[src/rtl/eaglesong_absorb_if.sv]
// ============================================================================
// Module  : eaglesong_absorb_if
// Brief   : Message stream, permutation link and squeeze-side bundle
//           used by the Eaglesong absorb controller.
// Revision: 1.0
// ============================================================================
`default_nettype none

interface eaglesong_absorb_if;
    logic        msg_valid;
    logic        msg_ready;
    logic [31:0] msg_data;
    logic        msg_last;
    logic [2:0]  msg_nbytes;

    logic        perm_start;
    logic [31:0] perm_state_in  [16];
    logic [31:0] perm_state_out [16];
    logic        perm_done;

    logic [31:0] state_out [16];
    logic        state_valid;
    logic        state_ready;

    modport slave (
        input  msg_valid, msg_data, msg_last, msg_nbytes,
        input  perm_state_out, perm_done, state_ready,
        output msg_ready, perm_start, perm_state_in, state_out, state_valid
    );

    modport master (
        output msg_valid, msg_data, msg_last, msg_nbytes,
        output perm_state_out, perm_done, state_ready,
        input  msg_ready, perm_start, perm_state_in, state_out, state_valid
    );
endinterface

`default_nettype wire

[src/rtl/eaglesong_absorb.sv]
// ============================================================================
// Module  : eaglesong_absorb
// Brief   : Sponge absorb controller: pads the message, XORs rate blocks
//           into the 16-word state and sequences the permutation.
// Revision: 1.0
// ============================================================================
`default_nettype none

module eaglesong_absorb #(
    parameter int         RATE_WORDS = 8,
    parameter logic [7:0] DELIM      = 8'h06
) (
    input  logic               clk,
    input  logic               rst,
    eaglesong_absorb_if.slave  bus
);

    localparam logic [3:0] c_LAST_WORD = 4'(RATE_WORDS - 1);

    typedef enum logic [2:0] {
        S_ACCEPT = 3'd0,
        S_PAD    = 3'd1,
        S_PSTART = 3'd2,
        S_PWAIT  = 3'd3,
        S_HOLD   = 3'd4
    } state_t;

    state_t      r_fsm;
    state_t      w_fsm_nxt;
    logic [31:0] r_state [16];
    logic [3:0]  r_wcnt;
    logic        r_pad_pending;
    logic        r_final;

    logic        w_ready;
    logic        w_perm_start;
    logic        w_state_valid;
    logic        w_fire;
    logic        w_full;
    logic        w_last_short;
    logic [31:0] w_word;

    // Ready is gated by rst so no word is accepted during the reset cycle.
    assign bus.msg_ready   = w_ready & ~rst;
    assign bus.perm_start  = w_perm_start;
    assign bus.state_valid = w_state_valid;

    assign w_fire       = bus.msg_valid & bus.msg_ready;
    assign w_full       = (r_wcnt == c_LAST_WORD);
    assign w_last_short = bus.msg_last & ~bus.msg_nbytes[2];

    for (genvar gi = 0; gi < 16; gi++) begin : g_state_copy
        assign bus.perm_state_in[gi] = r_state[gi];
        assign bus.state_out[gi]     = r_state[gi];
    end

    // Short last word: keep the valid bytes, drop in the delimiter, zero the rest.
    always_comb begin
        w_word = bus.msg_data;
        if (w_last_short) begin
            case (bus.msg_nbytes[1:0])
                2'd0:    w_word = {DELIM, 24'h0};
                2'd1:    w_word = {bus.msg_data[31:24], DELIM, 16'h0};
                2'd2:    w_word = {bus.msg_data[31:16], DELIM, 8'h0};
                default: w_word = {bus.msg_data[31:8], DELIM};
            endcase
        end
    end

    always_ff @(posedge clk) begin
        if (rst) begin
            r_fsm <= S_ACCEPT;
        end else begin
            r_fsm <= w_fsm_nxt;
        end
    end

    always_comb begin
        w_fsm_nxt     = r_fsm;
        w_ready       = 1'b0;
        w_perm_start  = 1'b0;
        w_state_valid = 1'b0;
        case (r_fsm)
            S_ACCEPT: begin
                w_ready = 1'b1;
                if (w_fire) begin
                    if (w_last_short || w_full) begin
                        w_fsm_nxt = S_PSTART;
                    end else if (bus.msg_last) begin
                        w_fsm_nxt = S_PAD;
                    end
                end
            end
            S_PAD: begin
                w_fsm_nxt = S_PSTART;
            end
            S_PSTART: begin
                w_perm_start = 1'b1;
                w_fsm_nxt    = S_PWAIT;
            end
            S_PWAIT: begin
                if (bus.perm_done) begin
                    if (r_final) begin
                        w_fsm_nxt = S_HOLD;
                    end else if (r_pad_pending) begin
                        w_fsm_nxt = S_PAD;
                    end else begin
                        w_fsm_nxt = S_ACCEPT;
                    end
                end
            end
            S_HOLD: begin
                w_state_valid = 1'b1;
                if (bus.state_ready) begin
                    w_fsm_nxt = S_ACCEPT;
                end
            end
            default: begin
                w_fsm_nxt = S_ACCEPT;
            end
        endcase
    end

    always_ff @(posedge clk) begin
        if (rst) begin
            for (int i = 0; i < 16; i++) begin
                r_state[i] <= 32'h0;
            end
            r_wcnt        <= 4'd0;
            r_pad_pending <= 1'b0;
            r_final       <= 1'b0;
        end else begin
            case (r_fsm)
                S_ACCEPT: begin
                    if (w_fire) begin
                        r_state[r_wcnt] <= r_state[r_wcnt] ^ w_word;
                        if (w_last_short || w_full) begin
                            r_wcnt <= 4'd0;
                        end else begin
                            r_wcnt <= r_wcnt + 4'd1;
                        end
                        if (w_last_short) begin
                            r_final <= 1'b1;
                        end else if (w_full) begin
                            r_final <= 1'b0;
                        end
                        // A full last word still owes a delimiter-only pad step.
                        if (bus.msg_last && !w_last_short) begin
                            r_pad_pending <= 1'b1;
                        end
                    end
                end
                S_PAD: begin
                    r_state[r_wcnt] <= r_state[r_wcnt] ^ {DELIM, 24'h0};
                    r_pad_pending   <= 1'b0;
                    r_wcnt          <= 4'd0;
                    r_final         <= 1'b1;
                end
                S_PWAIT: begin
                    if (bus.perm_done) begin
                        for (int i = 0; i < 16; i++) begin
                            r_state[i] <= bus.perm_state_out[i];
                        end
                    end
                end
                S_HOLD: begin
                    if (bus.state_ready) begin
                        for (int i = 0; i < 16; i++) begin
                            r_state[i] <= 32'h0;
                        end
                        r_final <= 1'b0;
                    end
                end
                default: begin
                end
            endcase
        end
    end

endmodule

`default_nettype wire

[src/flat_wrapper.sv]
// flat-port wrapper written by rule: the top's interface ports become plain ports
module eaglesong_absorb_flat 
#(
    parameter int         RATE_WORDS = 8,
    parameter logic [7:0] DELIM      = 8'h06
)
  (clk, rst, bus_msg_valid, bus_msg_data, bus_msg_last, bus_msg_nbytes, bus_perm_state_out, bus_perm_done, bus_state_ready, bus_msg_ready, bus_perm_start, bus_perm_state_in, bus_state_out, bus_state_valid);
  eaglesong_absorb_if bus_i ();
  input  logic clk;
  input  logic rst;
  input wire logic [$bits(bus_i.msg_valid)-1:0] bus_msg_valid;
  input wire logic [$bits(bus_i.msg_data)-1:0] bus_msg_data;
  input wire logic [$bits(bus_i.msg_last)-1:0] bus_msg_last;
  input wire logic [$bits(bus_i.msg_nbytes)-1:0] bus_msg_nbytes;
  input wire logic [$bits(bus_i.perm_state_out)-1:0] bus_perm_state_out;
  input wire logic [$bits(bus_i.perm_done)-1:0] bus_perm_done;
  input wire logic [$bits(bus_i.state_ready)-1:0] bus_state_ready;
  output wire logic [$bits(bus_i.msg_ready)-1:0] bus_msg_ready;
  output wire logic [$bits(bus_i.perm_start)-1:0] bus_perm_start;
  output wire logic [$bits(bus_i.perm_state_in)-1:0] bus_perm_state_in;
  output wire logic [$bits(bus_i.state_out)-1:0] bus_state_out;
  output wire logic [$bits(bus_i.state_valid)-1:0] bus_state_valid;
  assign bus_i.msg_valid = bus_msg_valid;
  assign bus_i.msg_data = bus_msg_data;
  assign bus_i.msg_last = bus_msg_last;
  assign bus_i.msg_nbytes = bus_msg_nbytes;
  assign bus_i.perm_state_out = {>>{bus_perm_state_out}};
  assign bus_i.perm_done = bus_perm_done;
  assign bus_i.state_ready = bus_state_ready;
  assign bus_msg_ready = bus_i.msg_ready;
  assign bus_perm_start = bus_i.perm_start;
  assign bus_perm_state_in = {>>{bus_i.perm_state_in}};
  assign bus_state_out = {>>{bus_i.state_out}};
  assign bus_state_valid = bus_i.state_valid;
  eaglesong_absorb #(.RATE_WORDS(RATE_WORDS), .DELIM(DELIM)) u_core (.clk(clk), .rst(rst), .bus(bus_i));
endmodule
[config.mk]
export PLATFORM = sky130hd
export DESIGN_NAME = eaglesong_absorb_flat
export DESIGN_NICKNAME = d
export VERILOG_FILES = /design/src/rtl/eaglesong_absorb_if.sv /design/src/rtl/eaglesong_absorb.sv /design/src/flat_wrapper.sv
export SDC_FILE = /design/constraint.sdc
export NUM_CORES = 1
export LEC_CHECK = 0
export CAP_MARGIN = 20
export CORE_AREA = 2 2 618 620
export DETAILED_ROUTE_END_ITERATION = 8
export DIE_AREA = 0 0 620 622
export GPL_ROUTABILITY_DRIVEN = 0
export GPL_TIMING_DRIVEN = 0
export SLEW_MARGIN = 0
export SYNTH_ARGS = -nofsm -noshare
export SYNTH_HDL_FRONTEND = slang
export SYNTH_SLANG_ARGS = --single-unit
[constraint.sdc]
create_clock -name clk -period 3.1 [get_ports clk]
set_clock_uncertainty 0.15 [all_clocks]
set_input_delay 0.62 -clock clk [delete_from_list [all_inputs] [get_ports clk]]
set_output_delay 0.62 -clock clk [all_outputs]
set_load 0.02 [all_outputs]
==> results by stage, run 1 <==
STA:
- The timing-limited maximum frequency is 317 MHz.
- At the pin with the least slew margin, the transition time is 1300 ps.
- The final hold violation count is 0.
- Setup violations remaining at the end of the flow were counted as 36.
- Setup repair after global routing could not meet its margin everywhere.
- The routed design could run at a clock period as short as 3150 ps.
- Headroom to the max-slew limit came out at 0.135.
- The final setup slack of the worst path is -50.2 ps.
- The ratio of final minimum period to clock period is 1.02.
- The number of max-slew violations in the final report is 0.

Pwr:
- Of the total power, registers draw 0.294.
- In this run the power density over the cells is 470 mW/mm².
- The static leakage is 0.0239 µW.
- The switching power total is 12,000 µW.
- The switching part of the total power is 0.390.
- The cell internal power dissipation is 18,800 µW.
- The share of total power dissipated in the clock network is 0.340.
- The share of total power dissipated in combinational logic is 0.366.
- The worst voltage drop across the vdd grid is 0.000374 V.
- After layout, the design draws a total of 30,700 µW.

Yosys:
- The biggest area contributor in the post-synthesis netlist is edfxtp_1.
- The cell count after synthesis came out at 2,794.
- For this run, asynchronously set or reset flops after synthesis account for 0.
- Of the total synthesized cell area, the portion taken by AND, OR, NAND and NOR gates is 0.0761.
- The sequential fraction of the synthesis area is 0.489.
- Dividing the synthesized area by the synthesized cell count gives 11.4 µm².
- The area of the mapped netlist is 0.0320 mm².
- After synthesis the netlist holds a flip-flop and latch count of 525.
- The share of the synthesized area in the top cell type is 0.481.
- The area fraction in compound gates after synthesis is 0.137.
- By area, the combinational part of the netlist is dominated by buffers and inverters.
- Yosys mapped a number of flops with a built-in enable equal to 512.
- Yosys attributes the largest share of cell area to edfxtp_1, buf_4, mux4_2.
- Measured against the total synthesized area, the mux share comes to 0.122.
- The xor and xnor area share after synthesis is 0.0213.
- The number of distinct library cells after synthesis is 63.
- During synthesis, Yosys emitted a total of 0 warnings.
- Of the total synthesized cell area, the portion taken by full adders, half adders and majority gates is 0.00157.
- The synthesized net count is 3,351.
- Among all flip-flop cells after synthesis, the most frequent one is edfxtp_1.

Place:
- The number of placed instances, taps included, is 9,483.
- At the placement stage, the worst setup path has a slack of -2470 ps.
- The number of buffers inserted by port buffering is 1,579.
- The wire-length estimate of the detail-placed layout is 404,000 µm.

GRT:
- Global routing finished with a remaining overflow of 0.
- Entering global routing, the biggest net connects 32 pins.
- The number of antenna violations at the first check in global routing is 229.
- The first global-routing pass estimated 550,000 µm of wire.
- The via count of the first global-routing pass was 33,900.
- Across every metal layer, demand over resource in global routing totals 0.238.

Die:
- The floorplan has 226 rows.
- The floorplan step defined a die boundary enclosing 0.386 mm².
- The effective utilization at floorplan is 0.0845.
- 1,580 I/O pins were placed.
- The floorplan die height is 622 µm.
- The total area inside the core boundary comes to 0.378 mm².
- The overall die width is 620 µm.

Worst setup path:
- The most critical setup path has its endpoint at u_core.r_state[12][24].
- The worst register-to-register path ends at u_core.r_state[12][24].
- The critical path capture point type is a flop.
- The number of cells on the worst reg-to-reg path is 13.
- STA puts the critical path data required time at 3540 ps.
- The critical path start-end classification is flop to flop.
- In this run the worst path has a maximum fanout of 5.
- The minimum setup slack among reg-to-reg paths is -50 ps.
- The arrival time reported for the critical path endpoint is 3590 ps.
- The startpoint kind of the worst setup timing path is a flop.

Route:
- The first routing iteration left 4,280 violations.
- The total iterations of the first detailed-routing run is 6.
- The routed layout has 36,300 vias.
- The average wire per cell in the routed design is 47.5 µm.
- In the routed design, unresolved DRC markers number 0.
- The detail route stage leaves a number of antenna-violating nets equal to 0.
- Dividing the detail-routed via count by the number of cells gives 3.60.
- The overall routed net length is 478,000 µm.

CTS:
- The clock net in this run drives a total of 525 sinks.
- The clock latency on the worst-skew pair is 870 ps.
- The clock tree synthesis step divided the H-tree into 3 levels.
- Clock tree synthesis inserted a total of 86 buffers.
- The tree is rooted in a clkbuf_16.
- TritonCTS built the clock tree.
- The CTS clock-pin slew for the worst setup and hold paths is 60 ps.
- The maximum number of buffers from clock root to sink is 4.

Outcome:
- The run finished, with violations left.
- The final reports fail on setup timing.

Final layout:
- The area growth from synthesis to layout is 105%.
- The multi-input combinational cells in the finished layout cover a total of 0.0132 mm².
- After the flow finishes, the layout carries non-filler instances totaling 10,100.
- Of the cells placed in the final design, the portion with a size suffix greater than 1 is 0.352.
- The register area is 0.0156 mm².
- Fill cells in the final layout number 42,000.
- For this run, the post-layout net count is 5,458.

Flow run:
- The max-capacitance violation count is 0.

Min path:
- The worst min-delay path startpoint is bus_perm_state_out[218].
- The path class of the tightest hold or removal check is input pin to flop.
layout by cell type, fill, tap and decap left out, types with 10 or more instances in the layout:
cell type and instances:
dlygate4sd2_1 187, xor2_1 24, buf_6 43, nand2_2 12, o21ai_1 124, buf_16 52
clkdlybuf4s50_1 1337, o221ai_1 46, clkdlybuf4s15_2 45, nand2_8 14, a221o_1 45, xor2_4 14
buf_8 58, clkbuf_1 52, buf_2 24, clkinv_1 10, buf_12 124, o21ai_0 202
a22o_1 44, buf_4 742, a22oi_1 32, nand2_1 470, edfxtp_1 512, mux2i_4 52
o21ai_2 136, diode_2 90, clkbuf_2 42, xnor2_1 23, xor2_2 13, clkbuf_16 93
nor3_1 10, clkbuf_4 15, dfxtp_1 10, nor2_1 11, mux4_2 130
cells by family (layout without fill, tap and decap cells):
kind of cell / count (synthesis) / in the layout
xor+xnor: 75 / 75
mux: 202 / 202
simple gates: 591 / 593
flops: 525 / 525
buf+inv: 721 / 2889
other cells: 0 / 90
fa+ha+maj: 4 / 4
compound gates: 676 / 676
cells in the mapped netlist, types with 3 or more instances:
master / n
a31oi_1: 3
o211ai_1: 5
buf_2: 43
ha_1: 4
and2_1: 9
buf_4: 521
a21oi_1: 12
nor2_1: 18
nor3b_1: 4
o21ai_0: 227
o211ai_2: 7
a22o_1: 44
nand3_1: 11
o21ai_1: 179
buf_1: 9
nor2b_1: 5
a21o_1: 3
mux4_2: 130
mux2i_2: 25
a22oi_1: 34
edfxtp_1: 512
xnor2_1: 23
mux2i_4: 12
nor3_1: 15
nand2_1: 502
or2_2: 3
dfxtp_1: 13
o21a_1: 3
mux2i_1: 31
mux2_2: 4
inv_1: 6
o221ai_1: 47
o21ai_2: 60
buf_6: 22
nand3_2: 4
a221o_1: 45
clkbuf_1: 117
xor2_1: 49
worst max-delay path, cell delays in order (launching register included):
cell and delay, ps:
dfxtp_4 370, buf_12 140, buf_16 110, buf_6 100, buf_16 140, buf_4 140
buf_6 80, mux4_2 510, mux2i_4 300, mux2i_4 120, xor2_2 180, buf_8 180
buf_16 200, o21ai_2 80
how the worst min path moves through the flow:
stage / slack, ps / depth (start not counted) / to
finish: 260 / 3 / u_core.r_state[9][26]
global route: 250 / 3 / u_core.r_state[12][27]
CTS: 180 / 3 / u_core.r_state[6][4]
detailed placement: 370 / 2 / u_core.r_final
global placement: 360 / 2 / u_core.r_final
floorplan: 320 / 2 / u_core.r_final
per-stage QoR:
step	utilization	instance area [µm²]	hold slack [ps]	TNS, ps
after floorplan	-	32000	324	-15850
after global placement	0.143	54000	363	-3233330
after detailed placement	0.148	56000	371	-1415090
after CTS	0.170	64400	177	-1780
after global routing	0.173	65300	250	-8390
final	0.173	65400	260	-962
layer usage:
layer,GRT usage,share of wire,vias up
li1,-,-,14200
met4,0.0958,0.048,150
met5,0,0.0020,-
met1,0.263,0.36,18300
met2,0.391,0.46,2940
met3,0.113,0.12,680
power groups by stage:
| stage | clock, µW | combinational [µW] | sequential [µW] |
|---|---|---|---|
| final | 10500 | 11200 | 9030 |
| after global routing | 10800 | 11500 | 9020 |
| after CTS | 10700 | 11000 | 9030 |
| after detailed placement | 0 | 8760 | 9480 |
| after global placement | 0 | 8360 | 9530 |
| after floorplan | 0 | 2680 | 9100 |
repair_timing:
action | 4_1_cts | 5_1_grt
pin swaps | 55 | 37
setup endpoints to repair | 1408 | 526
buffers inserted | 306 | 34
gates resized for setup | 837 | 148
hold buffers | 0 | 0
hold endpoints to repair | 0 | 0
cloned | 19 | 5
final cells by class:
class | instances | area share
clock buffer | 95 | 0.0334
antenna | 90 | 0.00344
multi-input combinational | 1550 | 0.201
buffer | 703 | 0.0857
tap | 5016 | 0.0960
sequential | 525 | 0.239
inverter | 6 | 0.000344
timing repair buffer | 2029 | 0.332
clock inverter | 56 | 0.00935
state kept, by name (all words and copies together), names as in the netlist, named ones only:
name and cells:
u_core.r_fsm 3, u_core.r_final 1, u_core.r_wcnt 4, u_core.r_pad_pending 1, u_core.r_state 512
No activity file was read; power rests on OpenSTA's default activity.
==> run 2, diff against run 1 <==
Settings changed: CTS_CLUSTER_DIAMETER set to 60.
==> run 2 against run 1 <==
Against the previous run:
- first-iteration DRC count decreased by 1.1%
- register-to-register slack improved by 60 ps
- hold slack improved by 1.7 ps
- non-clock buffer count increased by 9
- the run still ends with setup timing left
- total power increased by 4.0%
- routed wire length decreased by 1.6%
- clock power increased by 15%
- combinational power about the same
- sequential power about the same
- cell count increased by 0.38%
- die area unchanged
- setup slack improved by 45 ps
==> results by stage, run 2 (synthesis results as in run 1) <==
Outcome:
- The run finished, with violations left.
- The final reports fail on setup timing.

Final layout:
- The count of cells in the finished layout, fillers not included, comes to 10,100.
- The flip-flop count of the largest register after layout is 512.
- At the end of the flow the core is filled with cells to 0.174.
- The largest registers in the layout are u_core.r_state: 512 flops, u_core.r_wcnt: 4 flops, u_core.r_fsm: 3 flops.
- The share of cells above drive strength 1 is 0.355.
- The layout has 42,000 filler cells.
- In the layout the commonest cells are clkdlybuf4s50_1, buf_4, edfxtp_1.
- The area growth from synthesis to layout is 107%.
- After routing the design area is 0.0660 mm².
- The net count of the finished layout is 5,488.
- The top register by number of flip-flops is u_core.r_state.
- The library cell used most frequently in the layout, excluding fill and tap cells, is clkdlybuf4s50_1.

CTS:
- The CTS clock-pin slew for the worst setup and hold paths is 60 ps.
- The number of levels the H-tree was split into is 3.
- The number of sinks driven by the clock tree is 525.
- The clock passes through at most 4 buffers.
- TritonCTS built the clock tree.
- TritonCTS created 107 clock buffers.
- The post-cts hold buffer count is 0.
- The clock latency on the worst-skew pair is 870 ps.
- The root cell of the clock tree is clkbuf_16.

STA:
- The final hold violation count was 0.
- Based on the critical path, the design can be clocked at up to 322 MHz.
- Measured against its own limit, the worst slew margin works out to 0.220.
- The sum of negative setup slack is -5.47 ps.
- The transition time at the pin with the least slew margin is 1160 ps.
- The final critical path time including I/O delays and setup is 3110 ps.
- In the finished design, the share of the clock period the worst path needs comes to 1.00.
- The final setup slack of the worst path is -5.47 ps.
- The count of final setup violators is 1.
- Setup repair after global routing could not meet its margin everywhere.
- The number of max-slew violations in the final report came to 0.

Worst setup path:
- STA puts the critical path data arrival time at 2340 ps.
- The critical path contains buffers and inverters numbering 2 combined.
- Walking the worst path, the cells encountered are buf_4, clkdlybuf4s50_1.
- In this run the worst path has a maximum fanout of 3.
- The setup path with the least slack is of type flop to output pin.
- On the worst path, the slowest cell contributes a delay of 700 ps.
- The most critical setup path has its startpoint at u_core.r_state[5][6].
- The logic depth of the worst register-to-register path is 8.
- STA puts the critical path data required time at 2330 ps.
- The endpoint identified for the worst register-to-register timing path is u_core.r_state[7][11].
- The worst setup path is captured at an output pin.
- The family with the most delay on the worst path is buffers and inverters.
- The depth of the critical timing path with buffers and inverters included is 2.
- The minimum setup slack among reg-to-reg paths is 10 ps.
- The startpoint kind of the worst setup timing path is a flop.
- On the critical path, the stage with the largest delay is an instance of edfxtp_1.

Route:
- Dividing the detail-routed via count by the number of cells gives 3.58.
- Once detail routing completed, the nets flagged for antenna violations numbered 0.
- The routed layout has 36,200 vias.
- The number of violations reported at the end of detailed-routing iteration 0 is 4,234.
- The overall routed net length is 470,000 µm.
- In the final routed layout, each cell accounts on average for 46.5 µm.
- The total iterations of the first detailed-routing run is 8.
- The DRC violations left is 0.

Place:
- After detailed placement, the total cell area comes to 0.0560 mm².
- The post-DP HPWL is 404,000 µm.
- The number of placed cells counting well taps is 9,483.
- The number of buffers inserted by port buffering is 1,579.

Min path:
- The depth of the worst hold-timing path is 3.
- The worst min-delay path category is input pin to flop.
- The capture endpoint of the worst hold path is u_core.r_state[10][10].
- The startpoint identified for the worst hold timing path is bus_perm_state_out[170].

GRT:
- The overflow left after global routing is 0.
- The via count of the first global-routing pass is 34,100.
- The number of antenna violations at the first check in global routing came to 220.
- The first-pass GRT wire length is 543,000 µm.
- For this run, the total global-route usage over all layers was measured as 0.234.
- The maximum number of pins on one net before global-route repair is 32.

Die:
- The overall die area is 0.386 mm².
- For this configuration, the core starts out at a cell density of 0.0845.
- The floorplan die height is 622 µm.
- Pin placement for this block handled 1,580 I/O pins.
- The die is 620 µm wide.
- The initialized floorplan defines 226 standard-cell rows.
- In this run the standard cell core region covers 0.378 mm².

Pwr:
- The total design power is 31,900 µW.
- The static leakage is 0.0243 µW.
- Across the VDD grid, the largest voltage drop is 0.000431 V.
- The power density over the cells is 484 mW/mm².

Flow run:
- The tool flagged a number of max-cap violations equal to 0.
==> run 2: cell count changes in the layout (fill, tap and decap cells not counted), moves of 9 or more <==
cell       delta
buf_6         -9
buf_4        +18
clkbuf_16    +24
inv_6        +15
o21ai_2      -20
diode_2      -16
clkbuf_1      -9
o21ai_1      +11
==> run 2: timing repair <==
item | 4_1_cts | 5_1_grt
pin swaps | 44 | 27
resized for setup | 839 | 123
setup endpoints to repair | 1403 | 528
buffers inserted | 315 | 36
gates cloned | 13 | 5
==> run 2: per-layer routing <==
layer | up-vias | wire length [µm] | GRT usage
met5 | - | 966 | 0
li1 | 14300 | - | -
met3 | 667 | 57700 | 0.114
met2 | 2787 | 219000 | 0.387
met4 | 152 | 23900 | 0.0983
met1 | 18300 | 168000 | 0.254
==> run 2: worst max path at each step <==
stage	to	slack [ps]
2_1_floorplan	u_core.r_state[0][0]	-50
6_report	bus_state_out[326]	-5
3_5_place_dp	u_core.r_state[7][11]	-2470
3_3_place_gp	u_core.r_state[1][13]	-4740
5_1_grt	u_core.r_state[7][22]	-90
4_1_cts	u_core.r_state[7][11]	-120
==> run 2: stage by stage <==
step	setup WS, ps	hold slack (ps)
after global routing	-93.3	242
final	-5.47	262
after CTS	-119	188
after floorplan	-49.5	324
after detailed placement	-2470	371
after global placement	-4740	363
==> run 2: layout make-up <==
cell class,count,area (µm²),area share
antenna,74,185,0.00281
sequential,525,15600,0.237
clock inverter,79,798,0.0121
timing repair buffer,2035,21600,0.327
tap,5016,6280,0.0951
multi-input combinational,1550,13000,0.197
buffer,706,5780,0.0875
clock buffer,117,2740,0.0414
inverter,6,22.5,0.000341
==> run 2: worst register-to-register path, stage by stage, from the launching register on <==
cell and delay [ps]:
dfxtp_1 300, buf_4 190, buf_12 240, mux4_2 670, a22oi_2 400, nand2_4 160, xor2_4 220, clkbuf_16 230
o21ai_1 150
==> run 2: power breakdown <==
group,leakage [µW],internal [µW],switching [µW],total [µW]
combinational,0.0172,4550,6310,10900
sequential,0.00536,8250,777,9030
clock,0.00173,7100,4970,12100
